### config.mk
export PLATFORM = sky130hd
export DESIGN_NAME = led_counter_ctrl
export DESIGN_NICKNAME = d
export VERILOG_FILES = /design/src/rtl/led_counter_ctrl.sv
export SDC_FILE = /design/constraint.sdc
export NUM_CORES = 1
export LEC_CHECK = 0
export ABC_AREA = 0
export BUFFER_PORTS_ARGS = -buffer_cell sky130_fd_sc_hd__buf_4
export CAP_MARGIN = 15
export CORE_MARGIN = 5
export CORE_UTILIZATION = 35
export CTS_CLUSTER_SIZE = 14
export DETAILED_ROUTE_END_ITERATION = 8
export PLACE_DENSITY = 0.57
export SYNTH_ARGS = -nofsm -noshare
export SYNTH_HDL_FRONTEND = slang
export SYNTH_SLANG_ARGS = --single-unit
### constraint.sdc
create_clock -name clk -period 6.8 [get_ports clk]
set_input_delay 0.68 -clock clk [delete_from_list [all_inputs] [get_ports clk]]
set_output_delay 0.68 -clock clk [all_outputs]
set_load 0.01 [all_outputs]
### src/rtl/led_counter_ctrl.sv
// led_counter_ctrl: button front end for the LED up/down counter stage.
// It synchronises and debounces three buttons and lets the user edit the
// start and end values. It then loads the counter, generates the prescaled
// count-enable tick and stops ticking once the counter reports completion.
module led_counter_ctrl #(
  parameter int unsigned W          = 5,
  parameter int unsigned DEB_CYCLES = 1000000,
  parameter int unsigned TICK_DIV   = 50000000
) (
  input  logic         clk,
  input  logic         rst,
  input  logic         btn_inc,
  input  logic         btn_dec,
  input  logic         btn_next,
  input  logic         cnt_done,
  output logic [W-1:0] start_num,
  output logic [W-1:0] end_num,
  output logic         up_down,
  output logic         load,
  output logic         cnt_en,
  output logic [1:0]   state_o
);

  localparam int unsigned DW = (DEB_CYCLES > 2) ? $clog2(DEB_CYCLES) : 1;
  localparam int unsigned PW = (TICK_DIV > 2) ? $clog2(TICK_DIV) : 1;
  localparam logic [DW-1:0] DEB_LAST = DW'(DEB_CYCLES - 1);
  localparam logic [PW-1:0] PRE_LAST = PW'(TICK_DIV - 1);

  typedef enum logic [1:0] {
    S_EDIT_START = 2'd0,
    S_EDIT_END   = 2'd1,
    S_RUN        = 2'd2,
    S_DONE       = 2'd3
  } state_t;

  // Button bit order: [0] inc, [1] dec, [2] next
  logic [2:0]         btn_raw;
  logic [2:0]         sync1_q, sync2_q;
  logic [2:0]         deb_q, deb_d, deb_prev_q;
  logic [2:0][DW-1:0] deb_cnt_q, deb_cnt_d;
  logic [2:0]         press;
  logic               press_inc, press_dec, press_next;

  state_t             state_q, state_d;
  logic [W-1:0]       start_q, start_d;
  logic [W-1:0]       end_q, end_d;
  logic               up_q, up_d;
  logic               load_q, load_d;
  logic               cnt_en_q, cnt_en_d;
  logic [PW-1:0]      pre_q, pre_d;
  logic               armed_q, armed_d;

  assign btn_raw = {btn_next, btn_dec, btn_inc};

  // Synchroniser, debounce state and edge-detect history
  always_ff @(posedge clk or posedge rst) begin
    if (rst) begin
      sync1_q    <= '0;
      sync2_q    <= '0;
      deb_q      <= '0;
      deb_prev_q <= '0;
      deb_cnt_q  <= '0;
    end else begin
      sync1_q    <= btn_raw;
      sync2_q    <= sync1_q;
      deb_q      <= deb_d;
      deb_prev_q <= deb_q;
      deb_cnt_q  <= deb_cnt_d;
    end
  end

  // Debounce: the level follows the synced input only after it has differed for DEB_CYCLES samples
  always_comb begin
    deb_d     = deb_q;
    deb_cnt_d = '0;
    for (int unsigned i = 0; i < 3; i++) begin
      if (sync2_q[i] != deb_q[i]) begin
        if (deb_cnt_q[i] == DEB_LAST) begin
          deb_d[i] = sync2_q[i];
        end else begin
          deb_cnt_d[i] = deb_cnt_q[i] + DW'(1);
        end
      end
    end
  end

  // Press pulses on debounced rising edges; next beats inc beats dec
  always_comb begin
    press      = deb_q & ~deb_prev_q;
    press_next = press[2];
    press_inc  = press[0] & ~press[2];
    press_dec  = press[1] & ~press[2] & ~press[0];
  end

  // State and output registers
  always_ff @(posedge clk or posedge rst) begin
    if (rst) begin
      state_q  <= S_EDIT_START;
      start_q  <= '0;
      end_q    <= '1;
      up_q     <= 1'b1;
      load_q   <= 1'b0;
      cnt_en_q <= 1'b0;
      pre_q    <= '0;
      armed_q  <= 1'b0;
    end else begin
      state_q  <= state_d;
      start_q  <= start_d;
      end_q    <= end_d;
      up_q     <= up_d;
      load_q   <= load_d;
      cnt_en_q <= cnt_en_d;
      pre_q    <= pre_d;
      armed_q  <= armed_d;
    end
  end

  // Next-state, value editing, load/tick generation
  always_comb begin
    state_d  = state_q;
    start_d  = start_q;
    end_d    = end_q;
    up_d     = up_q;
    load_d   = 1'b0;
    cnt_en_d = 1'b0;
    pre_d    = pre_q;
    armed_d  = armed_q;
    case (state_q)
      S_EDIT_START: begin
        if (press_next) begin
          state_d = S_EDIT_END;
        end else if (press_inc) begin
          start_d = start_q + W'(1);
        end else if (press_dec) begin
          start_d = start_q - W'(1);
        end
      end
      S_EDIT_END: begin
        if (press_next) begin
          state_d = S_RUN;
          up_d    = (end_q >= start_q);
          load_d  = 1'b1;
          pre_d   = '0;
          armed_d = 1'b0;
        end else if (press_inc) begin
          end_d = end_q + W'(1);
        end else if (press_dec) begin
          end_d = end_q - W'(1);
        end
      end
      S_RUN: begin
        // armed follows the registered tick, so the counter has evaluated
        // at least one tick before its completion flag is trusted
        armed_d = armed_q | cnt_en_q;
        pre_d   = (pre_q == PRE_LAST) ? '0 : pre_q + PW'(1);
        if (press_next) begin
          state_d = S_DONE;
        end else if (cnt_done && armed_q) begin
          state_d = S_DONE;
        end else begin
          cnt_en_d = (pre_q == PRE_LAST);
        end
      end
      S_DONE: begin
        if (press_next) begin
          state_d = S_EDIT_START;
        end
      end
      default: state_d = S_EDIT_START;
    endcase
  end

  assign start_num = start_q;
  assign end_num   = end_q;
  assign up_down   = up_q;
  assign load      = load_q;
  assign cnt_en    = cnt_en_q;
  assign state_o   = state_q;

endmodule

# Word level (Yosys, flattened, before mapping)
# Index checks and enable logic that the tools add are counted.
[word_totals]
register_bits = 114
in_bits = 6
out_inout_bits = 15
word_cells = 86
[classes]
n_bitwise = 8
n_eq_ne = 14
n_lt_le_gt_ge = 1
reduce_logical = 12
muxes = 26
addsub = 8
[op_table]
columns = ["operator", "n"]
rows = [
  ["$mux W20", 6],
  ["$add A20 B1 Y20 const B", 3],
  ["$eq A20 B20 Y1 const B", 3],
  ["$mux W26", 2],
  ["$pmux W26 S2", 1],
  ["$add A26 B1 Y26 const B", 1],
  ["$eq A26 B26 Y1 const B", 1],
  ["$mux W5", 4],
  ["$add A5 B1 Y5 const B", 2],
  ["$mux W2", 5],
  ["$reduce_and A2 Y1", 5],
  ["$sub A5 B1 Y5 const B", 2],
  ["$pmux W2 S4", 1],
  ["$mux W1", 6],
  ["$ne A2 B2 Y1 const B", 3],
  ["$reduce_and A3 Y1", 2],
  ["$ge A5 B5 Y1", 1],
  ["$eq A2 B2 Y1 const B", 2],
  ["$reduce_and A4 Y1", 1],
  ["$reduce_bool A2 Y1", 2],
  ["$and A1 B1 Y1", 3],
  ["$and A3 B3 Y3", 1],
  ["$ne A1 B1 Y1", 3],
  ["$ne A3 B3 Y1 const B", 1],
  ["other kinds (7)", 8],
]

# Depth between registers and ports, before layout
# Gate-level depths: netlist of the first run.
[logic_depth]
word_depth = 7
mapped_depth = 9
depth_no_buf = 9

# Least setup slack after synthesis of the first run
# No wires, ideal clock.
[synth_path]
path_type = "flip-flop to flip-flop"
from = "register deb_q[2]"
to = "register end_q[4] (netlist: end_num[4])"
period_less_slack_ns = 2.165
required_ns = 6.725
stages_incl_launch_ff = 9
setup_ns = 0.075
slack_ns = 4.635
t_arrival_ns = 2.090
n_path_buf = 0
path_cell_list = "dfrtp_1 nand2b_1 nand3b_1 ha_1 nor2b_1 o21a_1 or3_1 a21oi_1 xor2_1"
[synth_between]
elab_chain_len = 6
elab_cells_between_ends = 8
classes_between = "mux: 1; bitwise: 5; reduce/logical: 2"
[synth_lines]
columns = ["item", "line_no", "text"]
rows = [
  ["from (decl)", "39", "logic [2:0] deb_q, deb_d, deb_prev_q;"],
  ["from (signal assigned)", "60", "deb_q <= '0;"],
  ["from (signal assigned)", "66", "deb_q <= deb_d;"],
  ["$and A3 B3 Y3 (*)", "89", "press = deb_q & ~deb_prev_q;"],
  ["$not A1 Y1 (no line) (*)", "--", ""],
  ["$and A1 B1 Y1 (2 in series)", "92", "press_dec = press[1] & ~press[2] & ~press[0];"],
  ["$reduce_bool A2 Y1 (no line)", "--", ""],
  ["$reduce_and A3 Y1 (no line)", "--", ""],
  ["to (signal assigned)", "109", "end_q <= end_d;"],
  ["to (decl)", "46", "logic [W-1:0] end_q, end_d;"],
]
# Mark *: on every way between the ends. The rest lies on a longest branch, timed or not.
# A chain may end at the register's enable or synchronous reset.

# Worst setup path in the final report of the first run
# Same ends and word-level chain as after synthesis.

==> metrics, run 1 <==
CTS root buf clkbuf_16; Synth Area in Simple Gates 0.241; register area share after synthesis 0.487; hold_buf cts 0; critical path capture point type flip-flop; Worst EP required 7.13 ns; crit path DAT 2.75 ns; FILL cells 1624; largest net degree at the start of global routing 73; Syn-to-layout area delta 15.5%; Synth Area in Compound Gates 0.0750; first-pass GRT wire length 21300 um; Antenna Cells 0; commonest cells after routing, fill and taps aside dfrtp_1, nor2_1, nand2_1, nand3_1, xor2_1; 1st-iter DRT viols around 250; HP Class input pin to asynchronous set/reset pin; fin crit share 0.356; top_reg_cell synth dfrtp_1; antenna violations before repair 0; grt total ovfl 0; DRC 0; Post-DRT Antenna Nets 0; Area after DPL 0.00624 sq mm; Final Setup Violations 0; final hold violation count 0; maximum vdd drop 177 uV; clock slew at reported path FFs 0.05 ns; HPWL after DPL a little over 8000 um; IO buf count 20; Multi-input gate area 0.00281 sq mm; min Tclk post-route 2.42 ns; Lkg Pwr 2.94 nW; Startpoint Class flip-flop; Sw Ratio 0.204; sequential share of power 0.449; Post-Syn Instances 608; vias per inst roughly 5.1; vias 4390; Clock Power Share 0.531; Initial Util 0.355; r2r setup slk approximately 4.4 ns; Least-Margin Pin Slew 0.901 ns; Max Slew Vio Count 0; mux cell area share after synthesis 0.00532; Core Area 0.0165 sq mm; post-CTS resize count 0; total power 1.54 mW; Post-Route Skew 0.00671 ns; Yosys cell types 50; fin nets around 660; Die Y 140 um; clk buf depth 2; Top Ports 21; Rows 47; Inserted Clock Buffers 17; most common cell after layout, fill and taps aside dfrtp_1; clock latency at the later pin of the worst-skew pair 0.41 ns; GRT Total Usage 0.130; number of flops mapped to enable cells by yosys 0; crit path max fanout 8; Avg Synthesized Cell Area a little under 10 sq um; share of cells above drive strength 1 0.102; Int Power 1.23 mW; Pwr per Cell Area 227 mW/mm^2; syn nets 637; FF+latch count, synth approximately 110; hold slack 0.320 ns; vias in the first global route 4513; Slew headroom 0.399; Max Fclk 0.414 GHz; status complete, no violations; WS Path Type flip-flop to flip-flop; Syn. warnings 0; switching pwr around 310 uW; Mapped Area 0.00587 sq mm; TritonRoute pass-1 iters 4; die area just under 0.02 sq mm; setup TNS 0 ns; Async S/R FF share, synth 1.00; sequential cell area approximately 0.0029 sq mm; unrepaired setup endpoints after global routing false; Wirelength per Cell 13.7 um; MaxCap Viol Count 0; Final Cell Area a little under 0.007 sq mm; Post-CTS Setup Inserts 0; largest family of logic cells by synthesized area simple AND/OR/NAND/NOR gates; Die W 140 um; Synth Area in Adders 0.0515; CTS tree built; combinational power share 0.020; XOR/XNOR Fraction of Synth Area 0.106; Placer Congestion about 0.8; H-Tree Depth 4; Sink Count 114; final wirelength 11900 um
## through the flow
stage,instances,setup slack (ns),utilization
final,866,4.38,0.410
after global routing,866,4.11,0.410
after CTS,866,4.36,0.410
after detailed placement,836,4.39,0.377
after global placement,836,4.47,0.377
after floorplan,608,3.11,-
## power groups by stage
stage               registers, mW  clock network (mW)  logic (mW)
floorplan                   0.701                   0      0.0242
global placement            0.702                   0      0.0316
detailed placement          0.703                   0      0.0326
CTS                         0.691               0.838      0.0328
global route                0.692               0.875      0.0375
finish                      0.692               0.818      0.0312
## synth_stat cells (2+ instances only)
master | number | area (sq um)
and4_1 | 4 | 35.0
inv_1 | 32 | 120
nor2b_1 | 3 | 18.8
a21oi_1 | 15 | 75.1
nor4_4 | 2 | 42.5
clkbuf_1 | 3 | 11.3
xnor2_1 | 31 | 272
nand4b_1 | 2 | 17.5
and2_1 | 5 | 31.3
nand3b_1 | 2 | 15.0
dfstp_2 | 6 | 158
buf_6 | 2 | 22.5
nand2b_1 | 3 | 18.8
nor2_1 | 90 | 338
or2_2 | 3 | 18.8
nor3_1 | 13 | 65.1
nand3_1 | 40 | 200
buf_2 | 6 | 30.0
dfrtp_1 | 108 | 2700
xor2_1 | 40 | 350
nor4b_1 | 3 | 26.3
or3_1 | 7 | 43.8
clkbuf_2 | 2 | 10.0
o21ai_0 | 15 | 75.1
a22o_1 | 8 | 70.1
o22ai_1 | 7 | 43.8
nand2_1 | 56 | 210
mux2i_1 | 2 | 20.0
and3_1 | 14 | 87.6
nor4_1 | 10 | 62.6
a21o_1 | 9 | 67.6
o21a_1 | 2 | 15.0
fa_1 | 2 | 40.0
ha_1 | 21 | 263
o211ai_1 | 2 | 15.0
nand4_1 | 24 | 150
## registers in the layout, indices dropped and copies added (netlist names), 2 cells and up
signal      count
deb_cnt_q      60
deb_prev_q      3
deb_q           3
end_num         5
pre_q          26
start_num       5
state_o         2
sync1_q         3
sync2_q         3
## routing by layer
layer  up-vias  routed length (um)  GRT usage
li1       2147                   -          -
met1      2161                5670      0.171
met2        64                5620      0.207
met3        18                 440     0.0381
met4         0                 164     0.0408
met5         -                   0          0
## final cells by class
cell class	instances	share of cell area
Multi-Input combinational cell	448	0.415
Inverter	32	0.0181
Timing Repair Buffer	22	0.0243
Clock buffer	24	0.0725
Tap cell	220	0.0406
Sequential cell	114	0.422
Clock inverter	6	0.00812
## cell families (layout without fill, tap and decap cells)
kind of cell | Yosys count | count (layout)
simple gates | 285 | 285
flops | 114 | 114
xor+xnor | 71 | 71
compound gates | 66 | 66
buf+inv | 46 | 84
fa+ha+maj | 23 | 23
mux | 3 | 3
## worst paths after layout
| check | to | cells past startpoint | from |
|---|---|---|---|
| worst min register to register | sync2_q[0] | 0 | sync1_q[0] |
| max in group asynchronous | pre_q[5] | 3 | rst |
| worst min-delay path | deb_cnt_q[44] | 2 | rst |
| worst max-delay path | end_num[4] | 8 | deb_q[2] |
| min in group clk | sync2_q[0] | 0 | sync1_q[0] |
| worst max register to register | end_num[4] | 8 | deb_q[2] |
## worst max-delay path: stages (launching register included)
cell	delay (ns)
dfrtp_1	0.42
nand2b_1	0.21
nand3b_1	0.31
ha_1	0.42
nor2b_1	0.15
o21a_1	0.18
or3_1	0.30
a21oi_1	0.18
xor2_1	0.17
No activity file was read; power rests on OpenSTA's default activity.
==> run 2, diff against run 1 <==
- clock period: 6.8 -> 2.5 ns (I/O delays scaled with it)
==> run 2 against run 1 <==
Effect of this change: design area up 2.3%; fmax up 5.0%; register-to-register slack worse by 4.2 ns; largest cell class unchanged; global-route usage up 0.13 points; the run now ends with hold timing left; combinational power rose to 3.0 times the previous value; critical path depth down 3; critical path type unchanged; via count down 1.7%; setup slack worse by 4.2 ns.
==> metrics, run 2 (synthesis gave the netlist of run 1 again) <==
GRT Total Usage 0.131 (+0.00130); Largest Register deb_cnt_q; share of cells above drive strength 1 0.117 (+0.0152); crit path max fanout 19 (+11); Max Slew Vio Count 0 (unchanged); DRC 0 (unchanged); Sink Count 114 (unchanged); Lkg Pwr 3.00 nW (+2.2%); Rows 47 (unchanged); HPWL after DPL 8220 um (+1.8%); CP bufs+invs 1 (+1); Post-DRT Antenna Nets 0 (unchanged); slowest CP cell a21boi_4; antenna violations before repair 0 (unchanged); Worst EP required 2.80 ns (-4.33 ns); fin crit share 0.921 (+0.566); Slew headroom 0.503 (+0.104); Die W 140 um (unchanged); Die Y 140 um (unchanged); FILL cells 1570 (-3.3%); Startpoint Class flip-flop; final wirelength 12000 um (+1.2%); min Tclk post-route 2.30 ns (-0.115 ns); unrepaired setup endpoints after global routing false; vias 4315 (-1.7%); r2r setup slk 0.20 ns (-4.19 ns); total power 4.45 mW (+190%); clk buf depth 2 (unchanged); die area 0.0195 sq mm (unchanged); Pwr per Cell Area 641 mW/mm^2 (+180%); utilization after layout 0.420 (+0.00931); Wirelength per Cell 13.7 um (about the same); Initial Util 0.355 (unchanged); crit path DAT 2.61 ns (-0.14 ns); Area after DPL 0.00628 sq mm (+0.70%); WS Path Type flip-flop to flip-flop; Antenna Cells 0 (unchanged); IO buf count 20 (unchanged); Top Ports 21 (unchanged); CP cell instances inv_1 > ha_1 > a21boi_4 > nand2_1 > o31ai_1; commonest cells after routing, fill and taps aside dfrtp_1, nor2_1, nand2_1, nand3_1, xor2_1; Placer Congestion 0.832 (+2.4%); 1st-iter DRT viols 286 (+13%); first-pass GRT wire length 21000 um (-1.1%); vias in the first global route 4323 (-4.2%); status finished with violations; Inserted Clock Buffers 17 (unchanged); Top delay family on crit path compound AO/OA/AOI/OAI gates; MaxCap Viol Count 0 (unchanged); CTS tree built; Post-Route Skew 0.00814 ns (+0.00143 ns); fin nets 673 (+1.4%); most common cell after layout, fill and taps aside dfrtp_1; critical path capture point type flip-flop; Final Setup Violations 0 (unchanged); clock latency at the later pin of the worst-skew pair 0.41 ns (about the same); clock slew at reported path FFs 0.06 ns (about the same); CTS root buf clkbuf_16; top flop regs deb_cnt_q: 60 flops, pre_q: 26 flops; grt total ovfl 0 (unchanged); largest net degree at the start of global routing 115 (+58%); vias per inst 4.93 (-2.8%); number of flip-flops in the largest register 60 (unchanged); setup TNS 0 ns (unchanged); failing checks hold timing; hold slack -0.00864 ns (-0.329 ns); TritonRoute pass-1 iters 5 (+1); maximum vdd drop 464 uV (+160%); Least-Margin Pin Slew 0.740 ns (-0.161 ns); HP Class input pin to asynchronous set/reset pin; Max Fclk 0.434 GHz (+5.0%); Core Area 0.0165 sq mm (unchanged); final hold violation count 5 (+5); H-Tree Depth 4 (unchanged); Final Cell Area 0.00694 sq mm (+2.3%); Syn-to-layout area delta 18.1%; Largest stage delay, worst path 0.55 ns (+0.13 ns)
## run 2: cell types whose count changed in the layout (fill, tap and decap cells not counted)
cell	before	now
buf_4	22	27
clkbuf_1	3	0
dlygate4sd3_1	0	3
bufinv_16	1	3
clkinvlp_4	0	2
buf_12	0	1
clkinv_4	0	1
inv_1	31	30
inv_2	0	1
inv_4	1	0
## run 2: per-layer routing
layer  part of all wire  GRT usage  vias to the layer above
met3              0.030     0.0408                       16
met1               0.49      0.174                     2086
met2               0.47      0.203                       51
met4              0.012     0.0459                        0
li1                   -          -                     2162
met5                  0          0                        -
## run 2: area by class of cell
type | count | area, sq um | share of cell area
clock buffer | 21 | 480 | 0.0693
sequential | 114 | 2860 | 0.412
tap | 220 | 275 | 0.0397
clock inverter | 10 | 131 | 0.0189
multi-input combinational | 448 | 2810 | 0.405
inverter | 32 | 124 | 0.0179
timing repair buffer | 31 | 253 | 0.0364
## run 2: worst paths after layout
kind                             from       endpoint  cells after the start
max                        state_o[0]       pre_q[4]                      5
min                               rst  deb_cnt_q[51]                      3
max reg2reg                state_o[0]       pre_q[4]                      5
min reg2reg                sync1_q[0]     sync2_q[0]                      0
max in group asynchronous         rst       pre_q[4]                      3
min in group clk             cnt_done         cnt_en                      4
## run 2: report_power, final
part           internal [mW]  switching [mW]
Combinational         0.0273          0.0650
Sequential              1.87          0.0149
Clock                   1.66           0.816
Total                   3.55           0.896
## run 2: tightest hold or removal path: stages
cell and delay, ns:
buf_4 0.12, clkinvlp_4 0.07, buf_12 0.44
## run 2: stage by stage
step	instances	worst slack, ns
after floorplan	608	0.335
after global placement	840	0.285
after detailed placement	840	0.185
after CTS	874	0.164
after global routing	876	0.0203
final	876	0.197
## run 2: timing repair
| action | CTS | global route |
|---|---|---|
| setup buffers | 0 | 2 |
| endpoints found under the hold margin | 3 | 0 |
| gates resized for setup | 0 | 1 |
| hold buffers | 3 | 0 |
| endpoints found under the setup margin | 0 | 1 |
